==> config.mk <==
export PLATFORM = sky130hd
export DESIGN_NAME = cyusb_slave_fifo_writer
export DESIGN_NICKNAME = d
export VERILOG_FILES = /design/src/rtl/cyusb_slave_fifo_writer.sv
export SDC_FILE = /design/constraint.sdc
export NUM_CORES = 1
export LEC_CHECK = 0
export ABC_AREA = 1
export CAP_MARGIN = 20
export CORE_ASPECT_RATIO = 0.6
export CORE_MARGIN = 1.5
export CORE_UTILIZATION = 30
export DETAILED_ROUTE_END_ITERATION = 7
export SYNTH_ARGS = -nofsm -noshare
export SYNTH_HDL_FRONTEND = slang
export SYNTH_SLANG_ARGS = --single-unit
==> constraint.sdc <==
create_clock -name clk_50M -period 1.6 [get_ports clk_50M]
set_clock_uncertainty 0.15 [all_clocks]
set_input_delay 0.32 -clock clk_50M [delete_from_list [all_inputs] [get_ports clk_50M]]
set_output_delay 0.32 -clock clk_50M [all_outputs]
set_load 0.1 [all_outputs]
==> src/rtl/cyusb_slave_fifo_writer.sv <==
// Drains tagged 16-bit ADC words from the capture FIFO into the FX2 slave FIFO
// using asynchronous-mode SLWR/PKTEND strobes. A 4'hF tag marks end of
// sawtooth and commits a short packet. A 4'hE tag marks the start of a frame.
// The endpoint address changes only at packet boundaries.
module cyusb_slave_fifo_writer #(
  parameter int PKT_WORDS = 256,
  parameter int WR_SETUP  = 1,
  parameter int WR_PULSE  = 2,
  parameter int WR_HOLD   = 1
) (
  input  logic        clk_50M,
  input  logic        rst_n,
  input  logic        FIFO_ADDR,
  input  logic        fifo_empty,
  input  logic [15:0] fifo_dout,
  output logic        fifo_rd_en,
  input  logic        usb_flagb_n,
  output logic [15:0] usb_fd,
  output logic [1:0]  usb_fifoadr,
  output logic        usb_slwr_n,
  output logic        usb_pktend_n,
  output logic        usb_slrd_n,
  output logic        usb_sloe_n,
  output logic [7:0]  frame_cnt,
  output logic        busy
);

  localparam int WC_W = (PKT_WORDS > 1) ? $clog2(PKT_WORDS) : 1;
  localparam logic [WC_W-1:0] WC_LAST = WC_W'(PKT_WORDS - 1);
  localparam logic [7:0] T_SETUP = 8'(WR_SETUP - 1);
  localparam logic [7:0] T_PULSE = 8'(WR_PULSE - 1);
  localparam logic [7:0] T_HOLD  = 8'(WR_HOLD - 1);

  typedef enum logic [2:0] {
    IDLE, LATCH, WAIT_FULL, SETUP, STROBE, HOLD, PKT_WAIT, PKTEND
  } state_t;

  state_t          state;
  logic [WC_W-1:0] word_cnt;
  logic [WC_W-1:0] wc_nxt;
  logic [7:0]      tmr;
  logic            eof;

  // The FX2 read side is unused; keep it permanently deasserted.
  assign usb_slrd_n = 1'b1;
  assign usb_sloe_n = 1'b1;
  assign busy       = (state != IDLE);

  // Word position after the write in progress; wraps at the packet size.
  always_comb begin
    wc_nxt = (word_cnt == WC_LAST) ? '0 : word_cnt + 1'b1;
  end

  // Write sequencer: one word in flight, all strobes registered.
  always_ff @(posedge clk_50M or negedge rst_n) begin
    if (!rst_n) begin
      state        <= IDLE;
      word_cnt     <= '0;
      tmr          <= '0;
      eof          <= 1'b0;
      fifo_rd_en   <= 1'b0;
      usb_fd       <= '0;
      usb_fifoadr  <= 2'b00;
      usb_slwr_n   <= 1'b1;
      usb_pktend_n <= 1'b1;
      frame_cnt    <= '0;
    end else begin
      case (state)
        IDLE: begin
          if (word_cnt == '0) usb_fifoadr <= FIFO_ADDR ? 2'b10 : 2'b00;
          if (!fifo_empty) begin
            fifo_rd_en <= 1'b1;
            state      <= LATCH;
          end
        end
        LATCH: begin
          // rd_en is registered, so read data is valid on the cycle after it drops.
          fifo_rd_en <= 1'b0;
          if (!fifo_rd_en) begin
            usb_fd <= fifo_dout;
            eof    <= (fifo_dout[15:12] == 4'hF);
            if (fifo_dout[15:12] == 4'hE) frame_cnt <= frame_cnt + 8'd1;
            state  <= WAIT_FULL;
          end
        end
        WAIT_FULL: begin
          if (usb_flagb_n) begin
            tmr   <= T_SETUP;
            state <= SETUP;
          end
        end
        SETUP: begin
          if (tmr == '0) begin
            usb_slwr_n <= 1'b0;
            tmr        <= T_PULSE;
            state      <= STROBE;
          end else tmr <= tmr - 8'd1;
        end
        STROBE: begin
          if (tmr == '0) begin
            usb_slwr_n <= 1'b1;
            tmr        <= T_HOLD;
            state      <= HOLD;
          end else tmr <= tmr - 8'd1;
        end
        HOLD: begin
          if (tmr == '0) begin
            word_cnt <= wc_nxt;
            // An eof landing on a packet boundary is auto-committed by the FX2.
            state    <= (eof && wc_nxt != '0) ? PKT_WAIT : IDLE;
          end else tmr <= tmr - 8'd1;
        end
        PKT_WAIT: begin
          if (usb_flagb_n) begin
            usb_pktend_n <= 1'b0;
            tmr          <= T_PULSE;
            state        <= PKTEND;
          end
        end
        PKTEND: begin
          if (tmr == '0) begin
            usb_pktend_n <= 1'b1;
            word_cnt     <= '0;
            state        <= IDLE;
          end else tmr <= tmr - 8'd1;
        end
        default: state <= IDLE;
      endcase
    end
  end

endmodule

==> results.txt <==
The die outline width came out at 119.4 um. The max-capacitance violation count came out at 0. The number of cell rows came out at 25.

The total congestion overflow after global routing is 0. The via count of the first global-routing pass is 2220. The diode insertion count for antenna repair came out at 0.

The final routed DRC violation total came out at 0. In the global route stage, met2 resource usage came out at 0.2389. The final count of hold timing violations was 0.

In the final design database the tool counted 427 nets. The total number of yosys warnings is 0. The worst register-to-register path begins at tmr[0].

The worst-case IR drop observed on VDD is 0.001151 V. Leaving out fill and tap cells, the most frequent cell in the layout is sky130_fd_sc_hd__nand2_1. Setup repair after global routing could not meet its margin everywhere. The detail route stage leaves a number of antenna-violating nets equal to 0. Counting the fill cells in the layout gives 675. The clock tree from TritonCTS is yes. The smallest setup slack after layout is -141.0 ps. The area growth from synthesis to layout is 75.68%. Synthesis produced 293 cells. The congestion estimate from routability-driven global placement came to 0.9066.

The synthesized flop and latch total is 48. The met1 global-route usage is 0.2184. The multiplexer share of the synthesized area is 0.004618. The area share of fa/ha/maj cells after synthesis is 0.02052. For this run, the register share of the synthesized area comes to 0.4936. The HPWL after detailed placement came out at 4466 um.

In the layout the commonest cells are sky130_fd_sc_hd__nand2_1 (80), sky130_fd_sc_hd__buf_4 (43), sky130_fd_sc_hd__dfrtp_1 (36), sky130_fd_sc_hd__buf_12 (31), sky130_fd_sc_hd__inv_1 (27). The final reports fail on negative setup slack. In this run the most used layer during global routing was met2. By area the synthesized netlist is led by sky130_fd_sc_hd__dfrtp_1 (47%), sky130_fd_sc_hd__nand2_1 (14%), sky130_fd_sc_hd__inv_1 (5.4%). Buffers placed on the I/O ports in this run total 49. The deepest level of the CTS H-tree came out at 2. The final cell count without fillers is 511. The total via count in the routed design came out at 2293. The post-synthesis xor/xnor area fraction came out at 0.05028.

The area enclosed by the die boundary is 0.008696 sq mm. The worst endpoint required time is 1130 ps. The final setup violation count is 23.

The initial cell density of the core is 0.3094. With fillers left out, the area of the finished cells amounts to 0.004284 sq mm. The flow ran to the end, but the final reports show violations.

The placeable core region came out at 0.007883 sq mm. The final number of max-transition violations was 0. The post-detailed-routing wire length is 6665 um.

The maximum clock frequency came out at 574.4 MHz. The arrival time reported for the critical path endpoint came out at 1270 ps. The share of Yosys cell area claimed by the top area cell type is 0.4720. The number of search-and-repair iterations in the first detailed-routing pass is 4. The power density of the placed cells came out at 2274 mW/mm^2. The maximum number of pins on one net before global-route repair is 49. The total standard cell area after synthesis is 0.002439 sq mm. Of the cells placed in the final design, the portion with a size suffix greater than 1 is 0.4318. The area fraction in and, or, nand and nor cells after synthesis came out at 0.2699.

The clock passes through at most 2 buffers. In this run the most critical hold path is launched from usb_slwr_n. The share of the core filled with cells in the final layout is 0.5435.

The time the worst path needs with I/O delays and setup is 1741 ps. The average instance in the mapped netlist occupies 8.323 sq um. The area used by multi-input combinational logic is 0.001351 sq mm. The cell area after placement came out at 0.003684 sq mm. For this run, global-route usage on met3 was measured as 0.05234.

The number of antenna violations at the first check in global routing is 0. The CTS clock-pin slew for the worst setup and hold paths came out at 60 ps. The insertion delay to the later sink of the worst-skew pair is 300 ps.

The number of DRC markers after the initial detailed-route iteration came out at 92. The first-pass GRT wire length came out at 10720 um. In the final layout, flip-flops and latches occupy 0.001221 sq mm.

The final worst-path cycle share came out at 1.088. The worst setup path is of the flip-flop to primary output kind. The worst setup path is captured at a primary output. The library cell used as clock root buffer is sky130_fd_sc_hd__clkbuf_16. The number of distinct library cells after synthesis is 28.

The leakage power summed over all cells is 2.018 nW. In this run the worst setup path begins at state[2]. The maximum net fanout on the critical path came out at 3. The tree built by TritonCTS fans out to 48 sinks. The largest area contributor in the synthesized netlist is sky130_fd_sc_hd__dfrtp_1.

Prior to clock tree synthesis, the placed netlist has a worst setup slack of -362.9 ps. Counting tap cells, the placed design contains a total of 486 instances. 53 I/O pins were placed. The min-delay analysis places its worst path in the category flip-flop to flip-flop. The clock buffer count from CTS is 5. The die is 72.84 um tall. The worst setup path is launched from a flip-flop.

By area, the combinational part of the netlist is dominated by simple AND/OR/NAND/NOR gates. After detailed routing, the average wire length per cell comes to 13.04 um. The total global routing track utilization is 0.1584. The area fraction in compound gates after synthesis was 0.08876. The via count normalized by instance count came out at 4.487.
layer usage:
layer  vias to the layer above  wire, um
met2                        45      2984
met3                         8       366
met5                         -         0
li1                       1146         -
met1                      1094      3238
met4                         0        75
flip-flops by register name (all words and copies together) (netlist names):
| signal | count |
|---|---|
| frame_cnt | 8 |
| tmr | 8 |
| usb_fifoadr | 1 |
| usb_slwr_n | 1 |
| usb_fd | 16 |
| usb_pktend_n | 1 |
| word_cnt | 8 |
| eof | 1 |
| fifo_rd_en | 1 |
| state | 3 |
worst max-delay path, cell delays in order (launching register included):
cell and delay (ps):
sky130_fd_sc_hd__dfrtp_2 420, sky130_fd_sc_hd__nor2_4 130, sky130_fd_sc_hd__buf_6 110, sky130_fd_sc_hd__nand2_4 40, sky130_fd_sc_hd__buf_6 120, sky130_fd_sc_hd__buf_12 150
metrics by stage:
| step | setup TNS (ps) | power [mW] | hold slack (ps) |
|---|---|---|---|
| global route | -4881 | 10.24 | 385.4 |
| detailed placement | -3558 | 7.766 | 183.8 |
| finish | -1704 | 9.742 | 361.2 |
| CTS | -1111 | 9.331 | 389.4 |
| global placement | -3156 | 7.696 | 188.6 |
| floorplan | -469.3 | 5.474 | -125.6 |
cell families (layout without fill, tap and decap cells):
logic type,after synthesis,count (layout)
compound gates,36,36
xor+xnor,14,14
fa+ha+maj,4,4
buf+inv,42,151
flops,48,48
mux,1,1
other cells,2,3
simple gates,146,146
timing repair:
action | 4_1_cts | 5_1_grt
endpoints found under the setup margin | 32 | 46
resized for setup | 42 | 42
hold buffers | 1 | 0
hold endpoints to repair | 46 | 0
setup buffers | 11 | 5
pin swaps | 12 | 12
layout make-up:
cell class                      count  share of cell area
Timing Repair Buffer              107              0.2996
Clock buffer                        7             0.03329
Multi-Input combinational cell    204              0.3154
Inverter                           36             0.03300
Tap cell                          108             0.03154
Sequential cell                    48              0.2850
Clock inverter                      1            0.002044
worst paths after layout:
| kind | endpoint | slack (ps) | cells after the start |
|---|---|---|---|
| worst max-delay path | busy | -140 | 5 |
| worst min-delay path | usb_slwr_n | 360 | 2 |
| worst max register to register | state[0] | -120 | 8 |
| worst min register to register | usb_slwr_n | 360 | 2 |
| max in group asynchronous | usb_pktend_n | 640 | 3 |
| min in group asynchronous | tmr[4] | 390 | 3 |
synth_stat cells:
cell / count
sky130_fd_sc_hd__a21oi_1: 4
sky130_fd_sc_hd__buf_4: 3
sky130_fd_sc_hd__clkbuf_1: 3
sky130_fd_sc_hd__conb_1: 2
sky130_fd_sc_hd__dfrtp_1: 46
sky130_fd_sc_hd__dfstp_2: 2
sky130_fd_sc_hd__ha_1: 4
sky130_fd_sc_hd__inv_1: 35
sky130_fd_sc_hd__inv_2: 1
sky130_fd_sc_hd__mux2_2: 1
sky130_fd_sc_hd__nand2_1: 88
sky130_fd_sc_hd__nand2_2: 2
sky130_fd_sc_hd__nand2_4: 2
sky130_fd_sc_hd__nand3_1: 22
sky130_fd_sc_hd__nand3_4: 1
sky130_fd_sc_hd__nand4_1: 3
sky130_fd_sc_hd__nor2_1: 17
sky130_fd_sc_hd__nor2_4: 4
sky130_fd_sc_hd__nor3_1: 5
sky130_fd_sc_hd__nor4_1: 1
sky130_fd_sc_hd__o21a_1: 1
sky130_fd_sc_hd__o21ai_0: 15
sky130_fd_sc_hd__o21ai_2: 3
sky130_fd_sc_hd__o22ai_1: 12
sky130_fd_sc_hd__o22ai_2: 1
sky130_fd_sc_hd__or2_2: 1
sky130_fd_sc_hd__xnor2_1: 5
sky130_fd_sc_hd__xor2_1: 9
power breakdown:
group          total, mW  switching (mW)  leakage (nW)  internal [mW]
logic               6.53            3.91          1.34           2.62
registers           2.10           0.443         0.601           1.66
clock network       1.10           0.478        0.0741          0.627
(Power assumes the default switching activity.)
